<file path="config.mk">
export PLATFORM = sky130hd
export DESIGN_NAME = stall_ctrl_flat
export DESIGN_NICKNAME = d
export VERILOG_FILES = /design/src/rtl/stall_ctrl_if.sv /design/src/rtl/stall_ctrl.sv /design/src/flat_wrapper.sv
export SDC_FILE = /design/constraint.sdc
export NUM_CORES = 1
export LEC_CHECK = 0
export ABC_CLOCK_PERIOD_IN_PS = 1660
export BUFFER_PORTS_ARGS = -buffer_cell sky130_fd_sc_hd__buf_2
export CAP_MARGIN = 20
export CORE_AREA = 2 2 39 41
export CTS_CLUSTER_SIZE = 12
export DETAILED_ROUTE_END_ITERATION = 10
export DIE_AREA = 0 0 41 43
export PLACE_DENSITY = 0.62
export SYNTH_ARGS = -nofsm -noshare
export SYNTH_HDL_FRONTEND = slang
export SYNTH_SLANG_ARGS = --single-unit
</file>
<file path="constraint.sdc">
create_clock -name clk -period 1.66 [get_ports clk]
set_clock_uncertainty 0.1 [all_clocks]
set_input_delay 0.166 -clock clk [delete_from_list [all_inputs] [get_ports clk]]
set_output_delay 0.166 -clock clk [all_outputs]
set_load 0.05 [all_outputs]
</file>
<file path="src/rtl/stall_ctrl_if.sv">
// Pipeline <-> stall controller signal bundle.
// master: pipeline side (drives hazard/request inputs, receives stall controls).
// slave : stall_ctrl.
`ifndef RegAddr
`define RegAddr 4:0
`endif

interface stall_ctrl_if;
  logic           id_read1_en;
  logic [`RegAddr] id_read1_addr;
  logic           id_read2_en;
  logic [`RegAddr] id_read2_addr;
  logic           exe_mem_read;
  logic [`RegAddr] exe_reg_addr;
  logic           mem_ram_req;
  logic           hold;
  logic           pc_hold;
  logic           if_id_hold;
  logic           if_id_bubble;

  modport master (
    output id_read1_en, id_read1_addr, id_read2_en, id_read2_addr,
    output exe_mem_read, exe_reg_addr, mem_ram_req,
    input  hold, pc_hold, if_id_hold, if_id_bubble
  );

  modport slave (
    input  id_read1_en, id_read1_addr, id_read2_en, id_read2_addr,
    input  exe_mem_read, exe_reg_addr, mem_ram_req,
    output hold, pc_hold, if_id_hold, if_id_bubble
  );
endinterface

</file>
<file path="src/rtl/stall_ctrl.sv">
// Pipeline stall controller: load-use hazard bubbles plus structural stalls
// while the MEM stage borrows the shared instruction RAM.
// Optional macro STALL_CNT_EN adds the saturating stall_cycles counter port.
module stall_ctrl #(
  parameter int unsigned MEM_WAIT = 2
) (
  input  logic clk,
  input  logic rst,
  stall_ctrl_if.slave bus
`ifdef STALL_CNT_EN
  ,
  output logic [15:0] stall_cycles
`endif
);

  typedef enum logic {IDLE, WAIT} state_t;

  // wcnt holds the WAIT cycles still owed, including the current one; a
  // re-arm in the last owed cycle owes a full MEM_WAIT further cycles.
  localparam logic [3:0] WAIT_LOAD  = 4'(MEM_WAIT - 1);
  localparam logic [3:0] REARM_LOAD = 4'(MEM_WAIT);

  state_t     state;
  logic [3:0] wcnt;
  logic       load_use;
  logic       struct_stall;

  // Hazard detection and structural-stall request, both same-cycle.
  always_comb begin
    load_use = bus.exe_mem_read &&
               ((bus.id_read1_en && (bus.id_read1_addr == bus.exe_reg_addr)) ||
                (bus.id_read2_en && (bus.id_read2_addr == bus.exe_reg_addr)));
    struct_stall = (state == WAIT) || bus.mem_ram_req;
  end

  // Stall controls; load-use hold takes priority over the fetch bubble, and
  // reset forces everything low without waiting for a clock edge.
  always_comb begin
    bus.hold         = !rst && load_use;
    bus.if_id_hold   = !rst && load_use;
    bus.pc_hold      = !rst && (load_use || struct_stall);
    bus.if_id_bubble = !rst && struct_stall && !load_use;
  end

  // Instruction-RAM wait FSM.
  always_ff @(posedge clk or posedge rst) begin
    if (rst) begin
      state <= IDLE;
      wcnt  <= '0;
    end else begin
      case (state)
        IDLE: begin
          if (bus.mem_ram_req && (MEM_WAIT > 1)) begin
            state <= WAIT;
            wcnt  <= WAIT_LOAD;
          end
        end
        WAIT: begin
          if (wcnt == 4'd1) begin
            if (bus.mem_ram_req) begin
              wcnt <= REARM_LOAD;
            end else begin
              state <= IDLE;
              wcnt  <= '0;
            end
          end else begin
            wcnt <= wcnt - 4'd1;
          end
        end
        default: begin
          state <= IDLE;
          wcnt  <= '0;
        end
      endcase
    end
  end

`ifdef STALL_CNT_EN
  // Saturating count of cycles in which the PC was held.
  always_ff @(posedge clk or posedge rst) begin
    if (rst) begin
      stall_cycles <= '0;
    end else if (bus.pc_hold && (stall_cycles != 16'hFFFF)) begin
      stall_cycles <= stall_cycles + 16'd1;
    end
  end
`endif

endmodule
</file>
<file path="src/flat_wrapper.sv">
// flat-port wrapper written by rule: the top's interface ports become plain ports
module stall_ctrl_flat 
#(
  parameter int unsigned MEM_WAIT = 2
)
  (clk, rst, bus_id_read1_en, bus_id_read1_addr, bus_id_read2_en, bus_id_read2_addr, bus_exe_mem_read, bus_exe_reg_addr, bus_mem_ram_req, bus_hold, bus_pc_hold, bus_if_id_hold, bus_if_id_bubble);
  stall_ctrl_if bus_i ();
  input  logic clk;
  input  logic rst;
  input wire logic [$bits(bus_i.id_read1_en)-1:0] bus_id_read1_en;
  input wire logic [$bits(bus_i.id_read1_addr)-1:0] bus_id_read1_addr;
  input wire logic [$bits(bus_i.id_read2_en)-1:0] bus_id_read2_en;
  input wire logic [$bits(bus_i.id_read2_addr)-1:0] bus_id_read2_addr;
  input wire logic [$bits(bus_i.exe_mem_read)-1:0] bus_exe_mem_read;
  input wire logic [$bits(bus_i.exe_reg_addr)-1:0] bus_exe_reg_addr;
  input wire logic [$bits(bus_i.mem_ram_req)-1:0] bus_mem_ram_req;
  output wire logic [$bits(bus_i.hold)-1:0] bus_hold;
  output wire logic [$bits(bus_i.pc_hold)-1:0] bus_pc_hold;
  output wire logic [$bits(bus_i.if_id_hold)-1:0] bus_if_id_hold;
  output wire logic [$bits(bus_i.if_id_bubble)-1:0] bus_if_id_bubble;
  assign bus_i.id_read1_en = bus_id_read1_en;
  assign bus_i.id_read1_addr = bus_id_read1_addr;
  assign bus_i.id_read2_en = bus_id_read2_en;
  assign bus_i.id_read2_addr = bus_id_read2_addr;
  assign bus_i.exe_mem_read = bus_exe_mem_read;
  assign bus_i.exe_reg_addr = bus_exe_reg_addr;
  assign bus_i.mem_ram_req = bus_mem_ram_req;
  assign bus_hold = bus_i.hold;
  assign bus_pc_hold = bus_i.pc_hold;
  assign bus_if_id_hold = bus_i.if_id_hold;
  assign bus_if_id_bubble = bus_i.if_id_bubble;
  stall_ctrl #(.MEM_WAIT(MEM_WAIT)) u_core (.clk(clk), .rst(rst), .bus(bus_i));
endmodule
</file>
==> results.cfg, run 1 <==
[worst_setup_path]
crit_path_end_kind = output pin
path_cells = buf_6 > xor2_1 > nor4_1 > nand4_1 > a21oi_2 > buf_6
max_stage_delay_ns = 0.31
worstSetupStartpointType = input port
critPathKind = input port to output pin
cp.arrival_ns = 1.39
cp_top_family = simple AND/OR/NAND/NOR gates
crit_required_ns = 1.39
path_max_fanout = 3
path_common_cell = buf_6
slowest_stage = nor4_1
path_buf_inv = 2

[sta]
tightest_slew_ns = 0.276
holdWs_ns = 0.0806
setup_viol = 0
fin_crit_sh = 0.997
fmax_mhz = 604
relSlewSlack = 0.814
timing.final.hold_violations = 0
rsz0062_at_grt = yes
period_needed_ns = 1.65
maxSlewViolCount = 0
tns_ns = 0

[grt]
grt_remaining_overflow = 0
grt_pass1_vias = 416
grt_usage = 0.120
grt_max_degree = 7
grt_pass1_wl_mm = 1.43
antenna_found_initial = 0

[floorplan]
die_x_um = 41
die_h_um = 43
fp-row-count = 14
dieArea_mm2 = 0.00176
io_pins = 25
core_mm2 = 0.00138
floorplan.initialDensity = 0.291

[power]
max-vdd-ir-drop_mv = 0.306
finalPower_mw = 0.732
powerDensity_mw_per_mm2 = 1100
p_leak_nw = 0.314

[synthesis]
syn-num-nets = 70
yosys_warnings = 0
syn-instance-count = 47
netlist_area_um2 = 403
synthDistinctLibCells = 20
ys_ff_latch = 5
syn_area_per_cell_um2 = 8.57
synth.yosys.seq_area_share = 0.311

[cts]
cts_root_buf = clkbuf_4
cts.sinks = 5
clk_latency_ns = 0.24
clock_path_buffers = 2
path_clk_slew_ns = 0.04
cts_tree = built
cts_buffers = 3
cts_htree_levels = 1

[drt]
drtIter0Drc = 1
drtAntennaViolNets = 0
vias_per_cell = 4.63
route.detailed.drc = 0
wl_um = 997
drtPass1Iterations = 4
via_count = 431
wire_per_inst_um = 10.7

[final_layout]
n_fill_cell = 154
nets = 101
final_cells = 93
area_growth_pct = 65.8
num_antenna_cells = 0
drive_gt1_frac = 0.429

[placed_design]
dp_hpwl_um = 776
place_congestion = 0.682
place_inst = 88
numPortBuffers = 24

[min_path]
hold_class = input port to register

[outcome]
status = finished clean

[run]
drv_cap = 0
layer usage:
layer  vias to the layer above  global-route usage  share of wire
met5                         -                   0              0
met4                         0               0.120          0.029
met1                       184               0.134           0.36
li1                        221                   -              -
met3                         4             0.00524          0.074
met2                        22               0.184           0.54
placed cells by master (no fill, tap or decap), types with 2 or more instances in the layout:
cell / netlist / final
buf_4: 1 / 3
ha_1: 2 / 2
buf_6: 0 / 10
buf_2: 0 / 13
o21ai_0: 4 / 4
xor2_1: 7 / 7
xnor2_1: 4 / 4
inv_1: 3 / 3
nor4_1: 2 / 2
nor3_1: 2 / 2
nand2b_1: 3 / 3
dfrtp_1: 5 / 5
clkbuf_4: 0 / 3
nand2_1: 3 / 3
final timing paths:
check / start / to / slack (ns) / cells after the start
worst max-delay path: bus_id_read2_addr[3] / bus_if_id_hold / 0.005 / 6
worst min-delay path: bus_mem_ram_req / u_core.state / 0.08 / 2
worst max register to register: u_core.wcnt[1] / u_core.wcnt[1] / 0.25 / 5
worst min register to register: u_core.wcnt[3] / u_core.wcnt[3] / 0.44 / 2
max in group asynchronous: rst / u_core.state / 0.99 / 3
min in group asynchronous: rst / u_core.wcnt[1] / 0.30 / 3
cell families after synthesis:
logic type               after synthesis  synth area share
AO/OA/AOI/OAI                          8             0.112
XOR/XNOR                              11             0.239
adder cells (fa/ha/maj)                2            0.0621
buffers and inverters                  4            0.0466
flip-flops                             5             0.311
AND/OR/NAND/NOR                       17             0.230
metrics by stage:
| step | setup WS (ns) | utilization | cell area [µm²] |
|---|---|---|---|
| after floorplan | -0.213 | - | 413 |
| after global placement | -0.0169 | 0.405 | 561 |
| after detailed placement | -0.0493 | 0.405 | 561 |
| after CTS | -0.0176 | 0.433 | 599 |
| after global routing | -0.0804 | 0.483 | 668 |
| final | 0.00549 | 0.483 | 668 |
final cells by class:
class / instances / area (µm²) / area share
Clock buffer: 4 / 26.3 / 0.0393
Inverter: 3 / 11.3 / 0.0169
Multi-Input combinational cell: 38 / 275 / 0.412
Sequential cell: 5 / 125 / 0.187
Tap cell: 16 / 20.0 / 0.0300
Timing Repair Buffer: 27 / 210 / 0.315
synthesized netlist by cell type:
library cell,number,share of area
nand2b_1,3,0.047
xor2_1,7,0.15
a22o_1,1,0.022
nor3b_1,1,0.019
o21ai_0,4,0.050
and3_2,1,0.019
a31oi_1,1,0.016
nor3_1,2,0.025
dfrtp_1,5,0.31
nand2_1,3,0.028
nor4_1,2,0.031
nand4_1,1,0.016
nand3_1,1,0.012
ha_1,2,0.062
xnor2_1,4,0.087
inv_1,3,0.028
buf_4,1,0.019
nor2_1,2,0.019
nor2b_1,1,0.016
a21oi_1,2,0.025
registers in the layout (all words and copies together), names as in the netlist:
name,cells
u_core.wcnt,4
u_core.state,1
power breakdown:
group	internal (mW)	leakage [nW]	switching, mW
clock network	0.0910	0.0150	0.0516
registers	0.183	0.0581	0.0676
logic	0.178	0.241	0.161
worst register-to-register path, stage by stage (launching register included):
cell     delay [ns]
dfrtp_1        0.40
inv_1          0.09
ha_1           0.14
nor3b_1        0.27
o21ai_0        0.12
a22o_1         0.19
repair_timing:
| item | 4_1_cts | 5_1_grt |
|---|---|---|
| gates resized for setup | 1 | 18 |
| endpoints found under the setup margin | 3 | 4 |
| pin swaps | 0 | 9 |
| hold buffers | 1 | 0 |
| endpoints found under the hold margin | 5 | 0 |
| setup buffers | 0 | 0 |
No activity file was read; power rests on OpenSTA's default activity.
==> run 2: changes to the inputs <==
--- a/config.mk
+++ b/config.mk
@@ -5,7 +5,7 @@
 export SDC_FILE = /design/constraint.sdc
 export NUM_CORES = 1
 export LEC_CHECK = 0
-export ABC_CLOCK_PERIOD_IN_PS = 1660
+export ABC_CLOCK_PERIOD_IN_PS = 1900
 export BUFFER_PORTS_ARGS = -buffer_cell sky130_fd_sc_hd__buf_2
 export CAP_MARGIN = 20
 export CORE_AREA = 2 2 39 41
@@ -13,6 +13,7 @@
 export DETAILED_ROUTE_END_ITERATION = 10
 export DIE_AREA = 0 0 41 43
 export PLACE_DENSITY = 0.62
+export REMOVE_ABC_BUFFERS = 1
 export SYNTH_ARGS = -nofsm -noshare
 export SYNTH_HDL_FRONTEND = slang
 export SYNTH_SLANG_ARGS = --single-unit
==> constraint.sdc (replaced) <==
create_clock -name clk -period 1.9 [get_ports clk]
set_clock_uncertainty 0.1 [all_clocks]
set_input_delay 0.19 -clock clk [delete_from_list [all_inputs] [get_ports clk]]
set_output_delay 0.19 -clock clk [all_outputs]
set_load 0.05 [all_outputs]
==> run 2 against run 1 <==
Compared with the run above:
- clock power down 13%
- critical endpoint is now bus_if_id_bubble
- routed wire length is 14% lower
- cell count fell by 2.2%
- sequential power shrank 15%
- critical path depth is 2 lower
- core utilization fell by 7.0 points
- critical path type is now register to output pin
- flip-flop and latch count did not move
- register-to-register slack better by 0.26 ns
- die area did not move
- via count decreased by 4.4%
==> results.cfg, run 2 (same netlist as run 1, synthesis figures left out) <==
[sta]
fin_ws_ns = 0.182
tightest_slew_ns = 0.312
maxSlewViolCount = 0
holdWs_ns = 0.0848
timing.final.hold_violations = 0
fin_crit_sh = 0.904
setup_viol = 0
relSlewSlack = 0.791
period_needed_ns = 1.72
rsz0062_at_grt = no
fmax_mhz = 582

[placed_design]
place_inst = 86
dp_hpwl_um = 747
numPortBuffers = 24
detailedPlace.worstSlack_ns = 0.238
place_congestion = 0.660

[drt]
drtIter0Drc = 0
wire_per_inst_um = 9.42
wl_met2_um = 425
route.detailed.drc = 0
wl_um = 857
route.met3.wl_um = 75
drtAntennaViolNets = 0
wl_met1_um = 355
via_count = 412
dr.max_layer_used = met3
drtPass1Iterations = 1
vias_per_cell = 4.53

[power]
powerDensity_mw_per_mm2 = 1060
max-vdd-ir-drop_mv = 0.309
p_sw_mw = 0.237
p_int_mw = 0.369
switching_share = 0.391
pwr-share-clk = 0.206
combPwrFrac = 0.441
seqPwrFrac = 0.354
p_leak_nw = 0.284

[floorplan]
floorplan.initialDensity = 0.291
fp-row-count = 14
dieArea_mm2 = 0.00176
die_x_um = 41
core_mm2 = 0.00138
io_pins = 25
die_h_um = 43

[cts]
clock_path_buffers = 2
clk_latency_ns = 0.24
cts_root_buf = clkbuf_4
cts_resized = 0
path_clk_slew_ns = 0.05
cts_tree = built
cts_buffers = 3
cts_htree_levels = 1
cts.sinks = 5

[worst_setup_path]
worstSetupStartpointType = register
crit_path_end_kind = output pin
cp.arrival_ns = 1.43
crit_required_ns = 1.61
path_max_fanout = 6
critPathKind = register to output pin

[final_layout]
final_cells = 91
final_cell_mix = buf_2, xor2_1, dfrtp_1
top_regs = u_core.wcnt: 4 flops, u_core.state: 1 flops
area_growth_pct = 41.9
max_flop_register = u_core.wcnt
largest_reg_flops = 4
nets = 99
num_antenna_cells = 0
layout_commonest_cell = buf_2
drive_gt1_frac = 0.373

[grt]
grt_remaining_overflow = 0
grt_pass1_vias = 404
antenna_found_initial = 0
grt_pass1_wl_mm = 1.36
grt_usage = 0.114
grt_max_degree = 7

[run]
drv_cap = 0

[min_path]
hold_class = input port to register

[outcome]
status = finished clean
==> run 2: stage by stage <==
stage | total power [mW] | TNS [ns] | instance area, µm² | utilization
CTS | 0.616 | 0 | 572 | 0.413
detailed placement | 0.482 | 0 | 536 | 0.387
global placement | 0.474 | 0 | 536 | 0.387
floorplan | 0.401 | -1.24 | 395 | -
finish | 0.606 | 0 | 572 | 0.413
global route | 0.670 | 0 | 572 | 0.413
==> run 2: worst max-delay path: stages (launching register included) <==
cell     delay (ns)
dfrtp_1        0.42
nor2_1         0.29
nor2_1         0.06
and3_2         0.20
buf_2          0.20
==> run 2: final timing paths <==
path / slack, ns / cells after the start / to / startpoint
max: 0.18 / 4 / bus_if_id_bubble / u_core.state
min: 0.08 / 2 / u_core.state / bus_mem_ram_req
max reg2reg: 0.51 / 5 / u_core.wcnt[2] / u_core.wcnt[1]
min reg2reg: 0.44 / 2 / u_core.wcnt[3] / u_core.wcnt[3]
max in group asynchronous: 1.17 / 3 / u_core.wcnt[2] / rst
min in group asynchronous: 0.34 / 3 / u_core.wcnt[3] / rst
==> run 2: power groups by stage <==
| stage | Sequential [mW] | Combinational, mW | Clock (mW) |
|---|---|---|---|
| after floorplan | 0.200 | 0.201 | 0 |
| after global placement | 0.215 | 0.259 | 0 |
| after detailed placement | 0.215 | 0.267 | 0 |
| after CTS | 0.213 | 0.272 | 0.131 |
| after global routing | 0.220 | 0.311 | 0.139 |
| final | 0.214 | 0.267 | 0.125 |
==> run 2: area by class of cell <==
| type | instances | area, µm² |
|---|---|---|
| clock buffer | 4 | 26.3 |
| sequential | 5 | 125 |
| inverter | 3 | 11.3 |
| timing repair buffer | 25 | 130 |
| multi-input combinational | 38 | 259 |
| fill | 139 | 812 |
| tap | 16 | 20.0 |
==> run 2: repair_timing <==
item | in CTS | in global routing
setup buffers | 0 | 0
hold buffers | 1 | 0
endpoints found under the hold margin | 5 | 0
==> run 2: routing by layer <==
| layer | GRT usage | up-vias |
|---|---|---|
| met5 | 0 | - |
| met4 | 0.100 | 0 |
| met3 | 0 | 0 |
| met2 | 0.200 | 25 |
| met1 | 0.113 | 172 |
| li1 | - | 215 |
==> run 3: changes to the inputs <==
--- a/config.mk
+++ b/config.mk
@@ -5,14 +5,17 @@
 export SDC_FILE = /design/constraint.sdc
 export NUM_CORES = 1
 export LEC_CHECK = 0
+export ABC_AREA = 1
 export ABC_CLOCK_PERIOD_IN_PS = 1900
 export BUFFER_PORTS_ARGS = -buffer_cell sky130_fd_sc_hd__buf_2
 export CAP_MARGIN = 20
-export CORE_AREA = 2 2 39 41
+export CELL_PAD_IN_SITES_DETAIL_PLACEMENT = 0
+export CELL_PAD_IN_SITES_GLOBAL_PLACEMENT = 1
+export CORE_MARGIN = 2
+export CORE_UTILIZATION = 27
 export CTS_CLUSTER_SIZE = 12
 export DETAILED_ROUTE_END_ITERATION = 10
-export DIE_AREA = 0 0 41 43
-export PLACE_DENSITY = 0.62
+export PLACE_DENSITY = 0.77
 export REMOVE_ABC_BUFFERS = 1
 export SYNTH_ARGS = -nofsm -noshare
 export SYNTH_HDL_FRONTEND = slang
==> run 3 against run 2 <==
Compared with the run above:
- clock-buffer cell count unchanged
- hold slack got worse by 0.016 ns
- critical path type is now input port to output pin
- clock power about the same
- cell count increased by 56%
==> results.cfg, run 3 <==
[outcome]
status = finished clean

[floorplan]
dieArea_mm2 = 0.00221
core_mm2 = 0.00173
die_x_um = 47
floorplan.initialDensity = 0.289
fp-row-count = 15
die_h_um = 47
io_pins = 25

[grt]
antenna_found_initial = 0
grt_pass1_wl_mm = 1.64
grt_pass1_vias = 445
grt_usage = 0.105
grt_remaining_overflow = 0
grt_max_degree = 8

[worst_setup_path]
max_stage_delay_ns = 0.52
crit_required_ns = 1.61
crit_cells = 6
path_common_cell = buf_2
worstSetupStartpointType = input port
reg2reg_depth = 7
reg2reg_to = u_core.wcnt[1]
critPathKind = input port to output pin
cp.arrival_ns = 1.45
critPathLaunch = rst
slowest_stage = dlygate4sd3_1
endpoint = bus_if_id_bubble
cp_top_family = buffers and inverters
r2r_start = u_core.wcnt[1]
path_cells = dlygate4sd3_1 > buf_2 > clkinvlp_4 > nand2_1 > a21oi_1 > buf_2
path_buf_inv = 4
path_max_fanout = 7
worst-r2r-setup-slack_ns = 0.58
crit_path_end_kind = output pin

[synthesis]
synthDistinctLibCells = 16
synth.yosys.seq_area_share = 0.251
async_reset_ff_frac = 1.00
ys_ff_latch = 5
ys.flop_type = dfrtp_1
synth_common_cells = nand2_1, inv_1, nor2_1
netlist_area_um2 = 499
synth-edff-count = 0
synth_most_common_cell = nand2_1
syn_area_per_cell_um2 = 5.61
synth_top_area_cell = nand2_1
synth_area_leaders = nand2_1, dfrtp_1, inv_1
syn-instance-count = 89
synth_top_area_share = 0.256
yosys_warnings = 0

[final_layout]
largest_reg_flops = 4
layout_commonest_cell = nand2_1
final_cells = 142
num_antenna_cells = 0
final_cell_mix = nand2_1, buf_2, inv_1
regArea_um2 = 125
area_growth_pct = 36.8
nets = 141
n_fill_cell = 208
top_regs = u_core.wcnt: 4 flops, u_core.state: 1 flops
multi_input_area_um2 = 280
max_flop_register = u_core.wcnt
drive_gt1_frac = 0.282
final_cell_area_um2 = 683

[drt]
via_count = 558
drtPass1Iterations = 4
vias_per_cell = 3.93
wire_per_inst_um = 7.49
drtIter0Drc = 8
drtAntennaViolNets = 0
wl_mm = 1.06
route.detailed.drc = 0

[power]
powerDensity_mw_per_mm2 = 913
finalPower_mw = 0.624
p_leak_nw = 0.447
max-vdd-ir-drop_mv = 0.443

[cts]
cts_root_buf = clkbuf_4
cts_tree = built
cts_htree_levels = 1
path_clk_slew_ns = 0.04
cts.sinks = 5
clock_path_buffers = 2
post-cts-setup-buffers = 0
clk_latency_ns = 0.24
cts_buffers = 3

[placed_design]
place_congestion = 0.764
place_inst = 137
dp_hpwl_um = 933
detailedPlace.worstSlack_ns = 0.454
numPortBuffers = 24
post_dp_cell_area_um2 = 643

[min_path]
hold_class = input port to register

[sta]
setup_viol = 0
tns_ns = 0
timing.final.hold_violations = 0
period_needed_ns = 1.74
fmax_mhz = 574
rsz0062_at_grt = no
maxSlewViolCount = 0
relSlewSlack = 0.833
tightest_slew_ns = 0.253
fin_ws_ns = 0.159
fin_crit_sh = 0.916

[run]
drv_cap = 0
run 3: worst min-delay path by stage:
stage                     slack (ns)      endpoint  depth (start not counted)             from
after floorplan                -0.11  u_core.state                          1              rst
after global placement          0.03  u_core.state                          2              rst
after detailed placement        0.03  u_core.state                          2              rst
after CTS                       0.07  u_core.state                          3  bus_mem_ram_req
after global routing            0.09  u_core.state                          3  bus_mem_ram_req
final                           0.07  u_core.state                          3  bus_mem_ram_req
run 3: worst reg2reg max path, stage by stage (launching register included):
cell and delay, ns:
dfrtp_1 0.36, inv_1 0.12, ha_1 0.16, nand2_1 0.05
nor2_1 0.08, inv_1 0.07, o211ai_1 0.16, o21ai_0 0.11
run 3: logic make-up (layout without fill, tap and decap cells):
kind of cell             after synthesis  after routing  synth area share
XOR/XNOR                               2              2            0.0351
AND/OR/NAND/NOR                       50             50             0.406
AO/OA/AOI/OAI                          6              6            0.0702
adder cells (fa/ha/maj)                2              2            0.0501
flip-flops                             5              5             0.251
buffers and inverters                 24             52             0.188
run 3: cell type report:
| type | instances | share of cell area |
|---|---|---|
| multi-input cells | 60 | 0.410 |
| flip-flops and latches | 5 | 0.183 |
| inverters | 23 | 0.132 |
| well taps | 25 | 0.0458 |
| repair buffers | 25 | 0.190 |
| clock buffers | 4 | 0.0385 |
run 3: metrics by stage:
stage                     utilization  hold slack, ns
after floorplan                     -          -0.107
after global placement          0.372          0.0314
after detailed placement        0.372          0.0271
after CTS                       0.393          0.0662
after global routing            0.396          0.0856
final                           0.396          0.0687
run 3: metal layers:
metal,up-vias,global-route usage,wire [µm]
li1,313,-,-
met1,226,0.140,531
met2,19,0.162,456
met3,0,0.0462,76
met4,0,0.0167,0
met5,-,0,0
run 3: where the power goes:
group | internal (mW) | leakage, nW | switching [mW]
sequential | 0.160 | 0.0579 | 0.0313
clock | 0.0793 | 0.0150 | 0.0426
combinational | 0.128 | 0.374 | 0.182
total | 0.368 | 0.447 | 0.256
run 3: repair_timing:
action	in CTS	in global routing
setup endpoints to repair	0	4
resized for setup	0	1
hold endpoints to repair	5	0
hold buffers	1	0
